File: src/rtl/tdoa_capture.sv
// Four-channel first-edge timestamper; emits signed tick differences t1-t0, t2-t0, t3-t0
// with a valid/ready handshake and a bounded capture window.
module tdoa_capture #(
  parameter int unsigned WIN_MAX = 1000000,
  parameter int unsigned CNT_W   = 20
) (
  input  logic               Clock,
  input  logic               Reset,
  input  logic               arm,
  input  logic [3:0]         mic,
  output logic signed [33:0] tau1,
  output logic signed [33:0] tau2,
  output logic signed [33:0] tau3,
  output logic               valid,
  input  logic               ready,
  output logic               timeout,
  output logic               busy
);

  typedef enum logic [2:0] {StIdle, StArmed, StCapture, StCalc, StValid} state_e;

  localparam logic [CNT_W-1:0] WinMax = CNT_W'(WIN_MAX);

  state_e             state_q;
  logic [3:0]         sync1_q, sync2_q, sync3_q, edge_q;
  logic [3:0]         seen_q;
  logic [3:0]         fresh, seen_all;
  logic [CNT_W-1:0]   cnt_q;
  logic [CNT_W-1:0]   stamp_q [4];
  logic signed [33:0] tau1_q, tau2_q, tau3_q;
  logic               valid_q, timeout_q, busy_q;

  // Identical synchronizer depth on every channel, so its latency cancels in the differences.
  always_ff @(posedge Clock or posedge Reset) begin
    if (Reset) begin
      sync1_q <= '0;
      sync2_q <= '0;
      sync3_q <= '0;
      edge_q  <= '0;
    end else begin
      sync1_q <= mic;
      sync2_q <= sync1_q;
      sync3_q <= sync2_q;
      edge_q  <= sync2_q & ~sync3_q;
    end
  end

  always_comb begin
    fresh    = edge_q & ~seen_q;
    seen_all = seen_q | edge_q;
  end

  always_ff @(posedge Clock or posedge Reset) begin
    if (Reset) begin
      state_q   <= StIdle;
      cnt_q     <= '0;
      seen_q    <= '0;
      for (int i = 0; i < 4; i++) stamp_q[i] <= '0;
      tau1_q    <= '0;
      tau2_q    <= '0;
      tau3_q    <= '0;
      valid_q   <= 1'b0;
      timeout_q <= 1'b0;
      busy_q    <= 1'b0;
    end else begin
      timeout_q <= 1'b0;
      unique case (state_q)
        StIdle: begin
          if (arm) begin
            seen_q  <= '0;
            cnt_q   <= '0;
            for (int i = 0; i < 4; i++) stamp_q[i] <= '0;
            busy_q  <= 1'b1;
            state_q <= StArmed;
          end
        end
        StArmed: begin
          if (|edge_q) begin
            seen_q <= edge_q;
            for (int i = 0; i < 4; i++) begin
              if (edge_q[i]) stamp_q[i] <= '0;
            end
            cnt_q   <= CNT_W'(1);
            state_q <= (&edge_q) ? StCalc : StCapture;
          end
        end
        StCapture: begin
          cnt_q <= cnt_q + CNT_W'(1);
          if (&seen_q) begin
            state_q <= StCalc;
          end else begin
            seen_q <= seen_all;
            for (int i = 0; i < 4; i++) begin
              if (fresh[i]) stamp_q[i] <= cnt_q;
            end
            // A last edge landing in the final window cycle still completes the capture.
            if ((cnt_q == WinMax) && !(&seen_all)) begin
              timeout_q <= 1'b1;
              busy_q    <= 1'b0;
              state_q   <= StIdle;
            end
          end
        end
        StCalc: begin
          tau1_q  <= $signed(34'(stamp_q[1])) - $signed(34'(stamp_q[0]));
          tau2_q  <= $signed(34'(stamp_q[2])) - $signed(34'(stamp_q[0]));
          tau3_q  <= $signed(34'(stamp_q[3])) - $signed(34'(stamp_q[0]));
          valid_q <= 1'b1;
          state_q <= StValid;
        end
        StValid: begin
          if (ready) begin
            valid_q <= 1'b0;
            busy_q  <= 1'b0;
            state_q <= StIdle;
          end
        end
        default: state_q <= StIdle;
      endcase
    end
  end

  assign tau1    = tau1_q;
  assign tau2    = tau2_q;
  assign tau3    = tau3_q;
  assign valid   = valid_q;
  assign timeout = timeout_q;
  assign busy    = busy_q;

endmodule

File: config.mk
export PLATFORM = sky130hd
export DESIGN_NAME = tdoa_capture
export DESIGN_NICKNAME = d
export VERILOG_FILES = /design/src/rtl/tdoa_capture.sv
export SDC_FILE = /design/constraint.sdc
export NUM_CORES = 1
export LEC_CHECK = 0
export ABC_AREA = 1
export CAP_MARGIN = 30
export CORE_MARGIN = 2
export CORE_UTILIZATION = 25
export CTS_BUF_LIST = sky130_fd_sc_hd__clkbuf_8 sky130_fd_sc_hd__clkbuf_16
export DETAILED_ROUTE_END_ITERATION = 10
export GPL_TIMING_DRIVEN = 1
export PLACE_DENSITY = 0.42
export SYNTH_ARGS = -nofsm -noshare
export SYNTH_HDL_FRONTEND = slang
export SYNTH_SLANG_ARGS = --single-unit
File: constraint.sdc
create_clock -name Clock -period 13.8 [get_ports Clock]
set_clock_uncertainty 0.1 [all_clocks]
set_input_delay 2.07 -clock Clock [delete_from_list [all_inputs] [get_ports Clock]]
set_output_delay 2.07 -clock Clock [all_outputs]
set_load 0.01 [all_outputs]
# Word-level counts from Yosys, hierarchy flattened
# Cells that the tools add are included.
[totals] elab_cells=99 regBits=228 output_inout_bits=105 input_bits=8
[classes] n_mux=35 add_sub_neg=4 n_reduce_logical=19 bitwise=5 n_eq_ne=19
[op_table] op="$mux W80" count=3
[op_table] op="$pmux W80 S3" count=1
[op_table] op="$mux W20" count=10
[op_table] op="$sub A20 B20 Y21" count=3
[op_table] op="$pmux W20 S3" count=1
[op_table] op="$ne A2 B2 Y1 const B" count=13
[op_table] op="$reduce_and A6 Y1" count=4
[op_table] op="$add A20 B1 Y20 const B" count=1
[op_table] op="$eq A20 B20 Y1 const B" count=1
[op_table] op="$reduce_and A4 Y1" count=5
[op_table] op="$mux W3" count=5
[op_table] op="$pmux W3 S5" count=1
[op_table] op="$mux W4" count=3
[op_table] op="$pmux W4 S3" count=1
[op_table] op="$and A4 B4 Y4" count=2
[op_table] op="$mux W1" count=8
[op_table] op="$not A4 Y4" count=2
[op_table] op="$eq A3 B2 Y1 const B" count=2
[op_table] op="$reduce_bool A3 Y1" count=2
[op_table] op="$reduce_and A5 Y1" count=1
[op_table] op="$or A4 B4 Y4" count=1
[op_table] op="$reduce_or A4 Y1" count=1
[op_table] op="$eq A3 B1 Y1 const B" count=1
[op_table] op="$eq A3 B3 Y1 const B" count=1
[op_table] op="other kinds (9)" count=9

# Longest topological paths before layout
# Gate-level depths: netlist of run 1.
[logic_depth] depth_word=7 depth_mapped=13

# Least setup slack after synthesis of run 1
# No wires, ideal clock.
[synth_timing] path_kind="input port to flip-flop" startpoint="input port arm" endpoint="register cnt_q[2]" n_path_buf=1 setup_ns=0.140 stages=6 arrival_ns=2.700 slack_ns=10.860 path_cell_list="nor2_1 inv_1 nand2_1 nor2_1 clkbuf_1 o32ai_1"
[synth_via] elab_chain_len=2
[synth_rtl] element="start, declared" line_no="9" text="input logic arm,"
[synth_rtl] element="$ne A2 B2 Y1 (no line)"
[synth_rtl] element="$reduce_and A3 Y1 (no line)"
[synth_rtl] element="end signal, assigned" line_no="88" text="cnt_q <= cnt_q + CNT_W'(1);"
[synth_rtl] element="end, declared" line_no="28" text="logic [CNT_W-1:0] cnt_q;"
# No other way between the ends.
# A chain may end at the register's enable or synchronous reset.

# Final worst setup path of run 1
[layout_timing] startpoint="register tau3_q[32] (netlist: tau3[32])" endpoint="output port tau3[32]"
[layout_rtl] element="start, declared" line_no="30" text="logic signed [33:0] tau1_q, tau2_q, tau3_q;"
[layout_rtl] element="start signal, assigned" line_no="107" text="tau3_q <= $signed(34'(stamp_q[3])) - $signed(34'(stamp_q[0]));"
[layout_rtl] element="end, declared" line_no="13" text="output logic signed [33:0] tau3,"
# No word-level cell between the ends.

==> impl_metrics.json, run 1 <==
{
  "track_usage": 0.147,
  "crit_chain": "clkdlybuf4s50_1",
  "core-area_sq_um": 45200,
  "drive_gt1_frac": 0.0342,
  "netlist_area_sq_um": 11400,
  "synth.area.top_cells": "dfrtp_1 (41%), nand2_1 (18%), ha_1 (6.8%)",
  "power_density_nw_per_um2": 158,
  "reg2reg_depth": 8,
  "ctsHoldBuffers": 0,
  "relSlewSlack": 0.394,
  "ys_types": 32,
  "postSynthCellCount": 1560,
  "synth_edf_count": 0,
  "yosys_warnings": 0,
  "worstSetupStartpointType": "flip-flop",
  "cp_slowest_cell": "clkdlybuf4s50_1",
  "clk_latency_ns": 0.46,
  "synth_compound_area_frac": 0.0955,
  "rsz0062_at_grt": "no",
  "cts.sink_count": 189,
  "period_share": 0.279,
  "crit_family": "buffers and inverters",
  "cp-end-kind": "output port",
  "port_buffers": 112,
  "grt-ovfl-total": 0,
  "cp_num_buf_inv": 1,
  "wl_per_cell_microns": 14.9,
  "outcome": "finished clean",
  "whs_endpoint": "sync2_q[2]",
  "period_needed_ns": 3.85,
  "fin_cells": 2236,
  "fin_nets": 1696,
  "synth_xor_area_frac": 0.0246,
  "grt_start_max_net_pins": 119,
  "synth_top_area_share": 0.415,
  "drt_iter0_markers": 585,
  "antenna_cells": 0,
  "htreeDepth": 4,
  "fin_tns_setup_ns": 0,
  "yosysTopAreaCell": "dfrtp_1",
  "cts_buffers": 17,
  "synth-async-reset-ratio": 1.00,
  "p_leak_nw": 6.81,
  "synthSimpleGateAreaFrac": 0.292,
  "gp_congestion": 0.879,
  "max_freq_ghz": 0.260,
  "tightest_slew_ns": 0.909,
  "drv_cap": 0,
  "holdCritPathClass": "reg -> reg",
  "seq_area_frac_synth": 0.415,
  "crit_cells": 1,
  "reg2reg_slack_ns": 10.94,
  "wl_mm": 33.4,
  "cts_tree": "done",
  "setup_viol": 0,
  "drcViolationCount": 0,
  "cp_max_fo": 15,
  "setup_ws_ns": 9.95,
  "path_clk_slew_ns": 0.08,
  "num_rows": 78,
  "slew_viol_final": 0,
  "cts_root_buffer": "clkbuf_16",
  "grt_pass1_wl_mm": 53.8,
  "place_ws_ns": 9.35,
  "rr_startpoint": "state_q[0]",
  "antenna_found_initial": 0,
  "ir_worst_vdd_uv": 79.6,
  "yosys-top-cells-count": "nand2_1 (544), dfrtp_1 (189), inv_1 (175), o21ai_0 (116), nand3_1 (107)",
  "die_h_microns": 218,
  "io_pins": 113,
  "critPathMaxStageDelay_ns": 0.62,
  "ant_nets": 0,
  "cts_resized": 0,
  "synth_top_family_by_area": "simple AND/OR/NAND/NOR gates",
  "dpl.hpwl_mm": 25.5,
  "via_per_inst": 4.36,
  "die_area_sq_um": 47400,
  "synth_fa_ha_area_frac": 0.0733,
  "reg2reg_to": "tau3[9]",
  "synth_most_common_cell": "nand2_1",
  "hold_violations": 0,
  "post_cts_buffers": 0,
  "synth-seq-cells": 189,
  "synthMuxAreaShare": 0,
  "grt_pass1_vias": 9710,
  "final_core_util": 0.298,
  "die_w_microns": 218,
  "worstPathArrival_ns": 1.68,
  "synthToLayoutAreaGrowth_pct": 18.1,
  "start_util": 0.252,
  "num_vias": 9752,
  "hold_depth": 0,
  "syn_avg_cell_area_sq_um": 7.31,
  "whs_ns": 0.250,
  "dr.pass1.iters": 5,
  "ys.flop_type": "dfrtp_1",
  "placedCellCount": 2203,
  "min_from": "sync1_q[2]",
  "synth_fp_nets": 1633,
  "cp_data_required_time_ns": 11.63,
  "clock_tree.buffer_depth": 2,
  "path_class": "reg -> out"
}
[flip-flops by register name, indices dropped and copies added (netlist names), 20 cells and up]
| register | flops |
|---|---|
| tau1 | 21 |
| stamp_q | 80 |
| tau3 | 21 |
| cnt_q | 20 |
| tau2 | 21 |
[layer usage]
layer  GRT usage  wire [microns]  vias to the layer above  share of wire
met3      0.0257             935                       16          0.028
met4      0.0352             398                        0          0.012
met5           0               0                        -              0
met1       0.190           15900                     4515           0.48
li1            -               -                     5078              -
met2       0.254           16200                      143           0.48
[worst max-delay path by stage]
stage                        start          to  slack (ns)
after detailed placement     Reset  stamp_q[4]        9.35
final                     tau3[32]    tau3[32]        9.95
after CTS                    Reset  stamp_q[3]        9.85
after global placement       Reset  stamp_q[2]        9.36
after floorplan              Reset        busy        6.49
after global routing      tau3[32]    tau3[32]        9.84
[stage by stage]
step	power [mW]	area (sq um)
after detailed placement	1.65	12900
after CTS	2.17	13400
after global routing	2.30	13500
final	2.13	13500
after floorplan	1.33	11400
after global placement	1.65	12900
[cell families after synthesis]
family                   after synthesis
flip-flops                           189
buffers and inverters                254
adder cells (fa/ha/maj)               65
AND/OR/NAND/NOR                      808
AO/OA/AOI/OAI                        212
XOR/XNOR                              32
[cell type report]
cell class	count	area, sq um
Clock buffer	18	439
Timing Repair Buffer	118	1190
Clock inverter	14	150
Sequential cell	189	4730
Tap cell	600	751
Multi-Input combinational cell	1117	5530
Fill cell	4896	31700
Inverter	180	684
[power breakdown]
part	total, mW	switching [mW]	internal, mW
registers	0.713	0.0730	0.640
logic	0.909	0.550	0.359
clock network	0.508	0.246	0.262
total	2.13	0.869	1.26
[layout by cell type (no fill, tap or decap), types with 9 or more instances in the layout]
cell	Yosys	layout
xnor2_1	16	16
ha_1	62	62
nor2_1	99	99
nand4_1	9	9
nand2_1	544	544
clkdlybuf4s50_1	0	112
clkbuf_16	0	17
o21ai_1	32	32
nand3b_1	15	15
inv_1	175	173
nand3_1	107	107
xor2_1	16	16
o21ai_0	116	116
nor3_1	17	17
dfrtp_1	189	189
a21oi_1	50	50
Power figures use the tool's default switching activity.
==> inputs of run 2 (changes only) <==
PLACE_DENSITY = 0.44   (was 0.42)
clock period = 3.3 ns   (was 13.8 ns; I/O delays follow)
==> run 2 against run 1 <==
Count of clock-buffer cells in the layout grew 1. Largest power group unchanged. Flip-flop and latch count unchanged. Register-to-register slack worse by 10 ns. Non-clock buffer count rose by 2. Power rose to 4.2 times the previous value. Critical path depth up 7. Design area rose by 0.22%. Via count increased by 2.6%. Utilization is 0.066 points higher. Critical endpoint is now stamp_q[23]. Critical path type is now reg -> reg.
==> impl_metrics.json, run 2 (synthesis gave the netlist of run 1 again) <==
{
  "pwr-share-comb": 0.427,
  "antenna_found_initial": 0,
  "period_share": 0.755,
  "reg2reg_depth": 8,
  "p_int_mw": 5.36,
  "fin_nets": 1698,
  "drcViolationCount": 0,
  "whs_endpoint": "sync2_q[0]",
  "hold_violations": 0,
  "outcome": "finished clean",
  "track_usage": 0.147,
  "drv_cap": 0,
  "rr_startpoint": "state_q[0]",
  "ant_nets": 0,
  "cp-end-kind": "flip-flop",
  "grt-ovfl-total": 0,
  "relSlewSlack": 0.503,
  "path_class": "reg -> reg",
  "setup_viol": 0,
  "reg2reg_to": "stamp_q[23]",
  "drt_iter0_markers": 539,
  "synthToLayoutAreaGrowth_pct": 18.4,
  "largest_register_ffs": 80,
  "wl_met1_mm": 16.1,
  "port_buffers": 112,
  "clkPwrFrac": 0.241,
  "cts.sink_count": 189,
  "max_freq_ghz": 0.401,
  "setup_ws_ns": 0.807,
  "whs_ns": 0.250,
  "reg2reg_slack_ns": 0.81,
  "io_pins": 113,
  "post_cts_buffers": 0,
  "htreeDepth": 4,
  "p_switching_mw": 3.60,
  "cts_tree": "done",
  "ctsHoldBuffers": 0,
  "antenna_cells": 0,
  "nFillCells": 4914,
  "min_from": "sync1_q[0]",
  "p_seq_frac": 0.332,
  "clock_tree.buffer_depth": 2,
  "grt_pass1_vias": 9940,
  "switching_share": 0.402,
  "cp_max_fo": 40,
  "worstPathArrival_ns": 2.70,
  "final_common_cell": "nand2_1",
  "top_register": "stamp_q",
  "die_area_sq_um": 47400,
  "place_ws_ns": 0.812,
  "start_util": 0.252,
  "wl_mm": 33.7,
  "num_vias": 10002,
  "gp_congestion": 0.891,
  "layout_common_cells": "nand2_1 (544), dfrtp_1 (189), inv_1 (173)",
  "worstSetupStartpointType": "flip-flop",
  "clk_latency_ns": 0.46,
  "wl_per_cell_microns": 15.0,
  "dpl.hpwl_mm": 26.0,
  "holdCritPathClass": "reg -> reg",
  "cts_root_buffer": "clkbuf_16",
  "slew_viol_final": 0,
  "cts_buffers": 17,
  "fin_tns_setup_ns": 0,
  "hold_depth": 0,
  "core-area_sq_um": 45200,
  "grt_pass1_wl_mm": 54.0,
  "rsz0062_at_grt": "no",
  "die_w_microns": 218,
  "cp_data_required_time_ns": 3.51,
  "die_h_microns": 218,
  "drive_gt1_frac": 0.0354,
  "ir_worst_vdd_uv": 512,
  "dr.pass1.iters": 6,
  "cts_resized": 0,
  "p_leak_nw": 6.82,
  "grt_start_max_net_pins": 87,
  "num_rows": 78,
  "tightest_slew_ns": 0.743,
  "topRoutingLayerUsed": "met4",
  "power_density_nw_per_um2": 664,
  "wl_met2_mm": 15.5,
  "path_clk_slew_ns": 0.07,
  "period_needed_ns": 2.49,
  "via_per_inst": 4.47,
  "wl_met3_mm": 1.05
}
## run 2: cell types whose count changed in the layout (fill, tap and decap cells not counted), sizes merged
cell    previous run  this run
clkbuf            18        19
buf                6         8
clkinv             3         5
bufinv             1         2
inv              188       184
## run 2: power groups by stage
stage | Sequential (mW) | Clock, mW | Combinational [mW]
after floorplan | 3.11 | 0 | 2.46
after global placement | 3.02 | 0 | 3.88
after detailed placement | 3.03 | 0 | 3.89
after CTS | 2.99 | 2.24 | 3.91
after global routing | 3.04 | 2.34 | 4.27
final | 2.97 | 2.16 | 3.83
## run 2: final cells by class
cell class,count,area [sq um],area share
clock buffers,19,453,0.0335
clock inverters,13,150,0.0111
inverters,180,681,0.0504
multi-input cells,1117,5530,0.410
flip-flops and latches,189,4730,0.350
well taps,600,751,0.0556
repair buffers,120,1210,0.0893
## run 2: worst max-delay path, stage by stage (launching register included)
cell and delay (ns):
dfrtp_1 0.43, nor3_4 0.39, inv_2 0.25, nor2_4 0.17, inv_2 0.09, nand2_2 0.09, nor2_1 0.06, nand2_2 0.53
o21ai_0 0.19
## run 2: how the worst max path moves through the flow
stage / slack (ns) / from / to / depth (start not counted)
final: 0.81 / state_q[0] / stamp_q[23] / 8
after global routing: 0.54 / state_q[2] / stamp_q[49] / 9
after CTS: 0.80 / state_q[0] / stamp_q[23] / 8
after detailed placement: 0.81 / state_q[2] / stamp_q[7] / 8
after global placement: 0.91 / state_q[2] / stamp_q[21] / 8
after floorplan: 0.27 / Reset / busy / 1
## run 2: through the flow
stage	std cells	power [mW]	instance area, sq um	utilization
3_5_place_dp	2206	6.92	12900	0.286
4_1_cts	2238	9.13	13500	0.299
5_1_grt	2238	9.65	13500	0.299
3_3_place_gp	2206	6.90	12900	0.286
6_report	2238	8.96	13500	0.299
2_1_floorplan	1560	5.57	11400	-
## run 2: metal layers
metal	GRT usage	vias to the layer above
met5	0	-
li1	-	5070
met4	0.0589	0
met2	0.241	181
met1	0.192	4705
met3	0.0268	46
==> inputs of run 3 (changes only) <==
clock period = 2.1 ns   (was 3.3 ns; I/O delays follow)
==> run 3 against run 2 <==
Die area unchanged. Critical path depth increased by 1. Clock power increased by 49%. First-iteration DRC count increased by 21%. Design area increased by 6.8%. Critical endpoint is now tau3[19]. Largest cell class unchanged. Largest power group unchanged. Highest routed layer unchanged.
==> impl_metrics.json, run 3 (synthesis gave the netlist of run 1 again) <==
{
  "clk_latency_ns": 0.46,
  "post_cts_buffers": 0,
  "port_buffers": 112,
  "die_area_sq_um": 47400,
  "cts_buffers": 17,
  "via_per_inst": 4.41,
  "holdCritPathClass": "in -> async",
  "htreeDepth": 4,
  "switching_share": 0.397,
  "path_class": "reg -> reg",
  "start_util": 0.252,
  "io_pins": 113,
  "max_freq_ghz": 0.497,
  "p_int_mw": 8.91,
  "final_core_util": 0.319,
  "clkPwrFrac": 0.218,
  "p_seq_frac": 0.319,
  "setup_ws_ns": 0.0886,
  "cts.sink_count": 189,
  "pwr-share-comb": 0.463,
  "fin_tns_setup_ns": 0,
  "core-area_sq_um": 45200,
  "crit_family": "simple AND/OR/NAND/NOR gates",
  "ant_nets": 0,
  "grt_start_max_net_pins": 43,
  "antenna_found_initial": 0,
  "period_needed_ns": 2.01,
  "grt-ovfl-total": 0,
  "slew_viol_final": 0,
  "drt_iter0_markers": 652,
  "grt_pass1_vias": 10136,
  "place_ws_ns": -0.0772,
  "layout_common_cells": "nand2_1 (537), dfrtp_1 (185), inv_1 (157)",
  "crit_chain": "inv_1 -> ha_1 -> buf_4 -> a21oi_1 -> nand2_1 -> a21oi_1 -> nand4_1 -> nand3_1 -> nand2_1",
  "hold_violations": 0,
  "cp_max_fo": 3,
  "critPathMaxStageDelay_ns": 0.38,
  "cts_tree": "done",
  "final_common_cell": "nand2_1",
  "tightest_slew_ns": 0.511,
  "power_mw": 14.8,
  "cp_slowest_cell": "dfrtp_1",
  "cp_data_required_time_ns": 2.35,
  "gp_congestion": 0.858,
  "period_share": 0.958,
  "reg2reg_depth": 9,
  "drive_gt1_frac": 0.118,
  "relSlewSlack": 0.658,
  "largest_register_ffs": 80,
  "top_register": "stamp_q",
  "worstSetupStartpointType": "flip-flop",
  "drv_cap": 0,
  "clock_tree.buffer_depth": 2,
  "num_rows": 78,
  "die_h_microns": 218,
  "outcome": "finished clean",
  "num_vias": 10136,
  "die_w_microns": 218,
  "cp-end-kind": "flip-flop",
  "synthToLayoutAreaGrowth_pct": 26.5,
  "rsz0062_at_grt": "yes",
  "ir_worst_vdd_uv": 671,
  "crit_cells": 9,
  "cts_root_buffer": "clkbuf_16",
  "p_leak_nw": 7.16,
  "p_switching_mw": 5.86,
  "wl_mm": 34.8,
  "wl_per_cell_microns": 15.2,
  "worstPathArrival_ns": 2.26,
  "setup_viol": 0,
  "grt_pass1_wl_mm": 55.8,
  "dpl.hpwl_mm": 26.9,
  "drcViolationCount": 0,
  "path_clk_slew_ns": 0.07,
  "cp_num_buf_inv": 2,
  "nFillCells": 4868,
  "track_usage": 0.152,
  "power_density_nw_per_um2": 1020,
  "ctsHoldBuffers": 0,
  "fin_nets": 1757,
  "dr.pass1.iters": 5
}
[run 3: cell types whose count changed in the layout (fill, tap and decap cells not counted), moves of 11 or more]
cell	before	now
buf_12	2	13
buf_4	6	54
ha_1	62	35
ha_2	0	12
ha_4	0	15
inv_1	173	157
inv_2	5	22
nand3_1	107	95
nand3_2	0	11
[run 3: through the flow]
step / hold WS, ns / instance area, sq um / std cells
floorplan: 0.231 / 11400 / 1560
global placement: 0.234 / 13500 / 2265
detailed placement: 0.236 / 13500 / 2265
CTS: 0.141 / 14100 / 2295
global route: 0.143 / 14400 / 2295
finish: 0.146 / 14400 / 2296
[run 3: layout make-up]
type                       instances  area [sq um]  area share
antenna                            1          2.50    0.000173
clock buffer                      20           467      0.0323
clock inverter                    10          90.1     0.00624
inverter                         180           681      0.0472
multi-input combinational       1117          5920       0.410
sequential                       189          4730       0.328
tap                              600           751      0.0520
timing repair buffer             179          1790       0.124
[run 3: power groups by stage]
stage	logic (mW)	registers, mW	clock network, mW
5_1_grt	7.60	4.81	3.52
2_1_floorplan	3.87	4.88	0
6_report	6.83	4.71	3.22
3_5_place_dp	6.82	4.80	0
3_3_place_gp	6.80	4.78	0
4_1_cts	6.88	4.73	3.35
[run 3: path summary, 6_finish.rpt]
kind / from / to / slack (ns)
worst max-delay path: stamp_q[78] / tau3[19] / 0.09
worst min-delay path: Reset / stamp_q[66] / 0.15
worst max register to register: stamp_q[78] / tau3[19] / 0.09
worst min register to register: sync1_q[2] / sync2_q[2] / 0.25
max in group asynchronous: Reset / tau1[32] / 1.18
min in group Clock: mic[1] / sync1_q[1] / 0.19
[run 3: routing by layer]
metal	routed length (microns)	vias to the layer above	track usage
li1	-	5181	-
met1	16200	4754	0.197
met2	17000	169	0.260
met3	985	32	0.0241
met4	630	0	0.0463
met5	0	-	0
[run 3: what timing repair did]
action	4_1_cts	5_1_grt
pin swaps	0	4
gates resized for setup	11	89
setup endpoints to repair	51	55
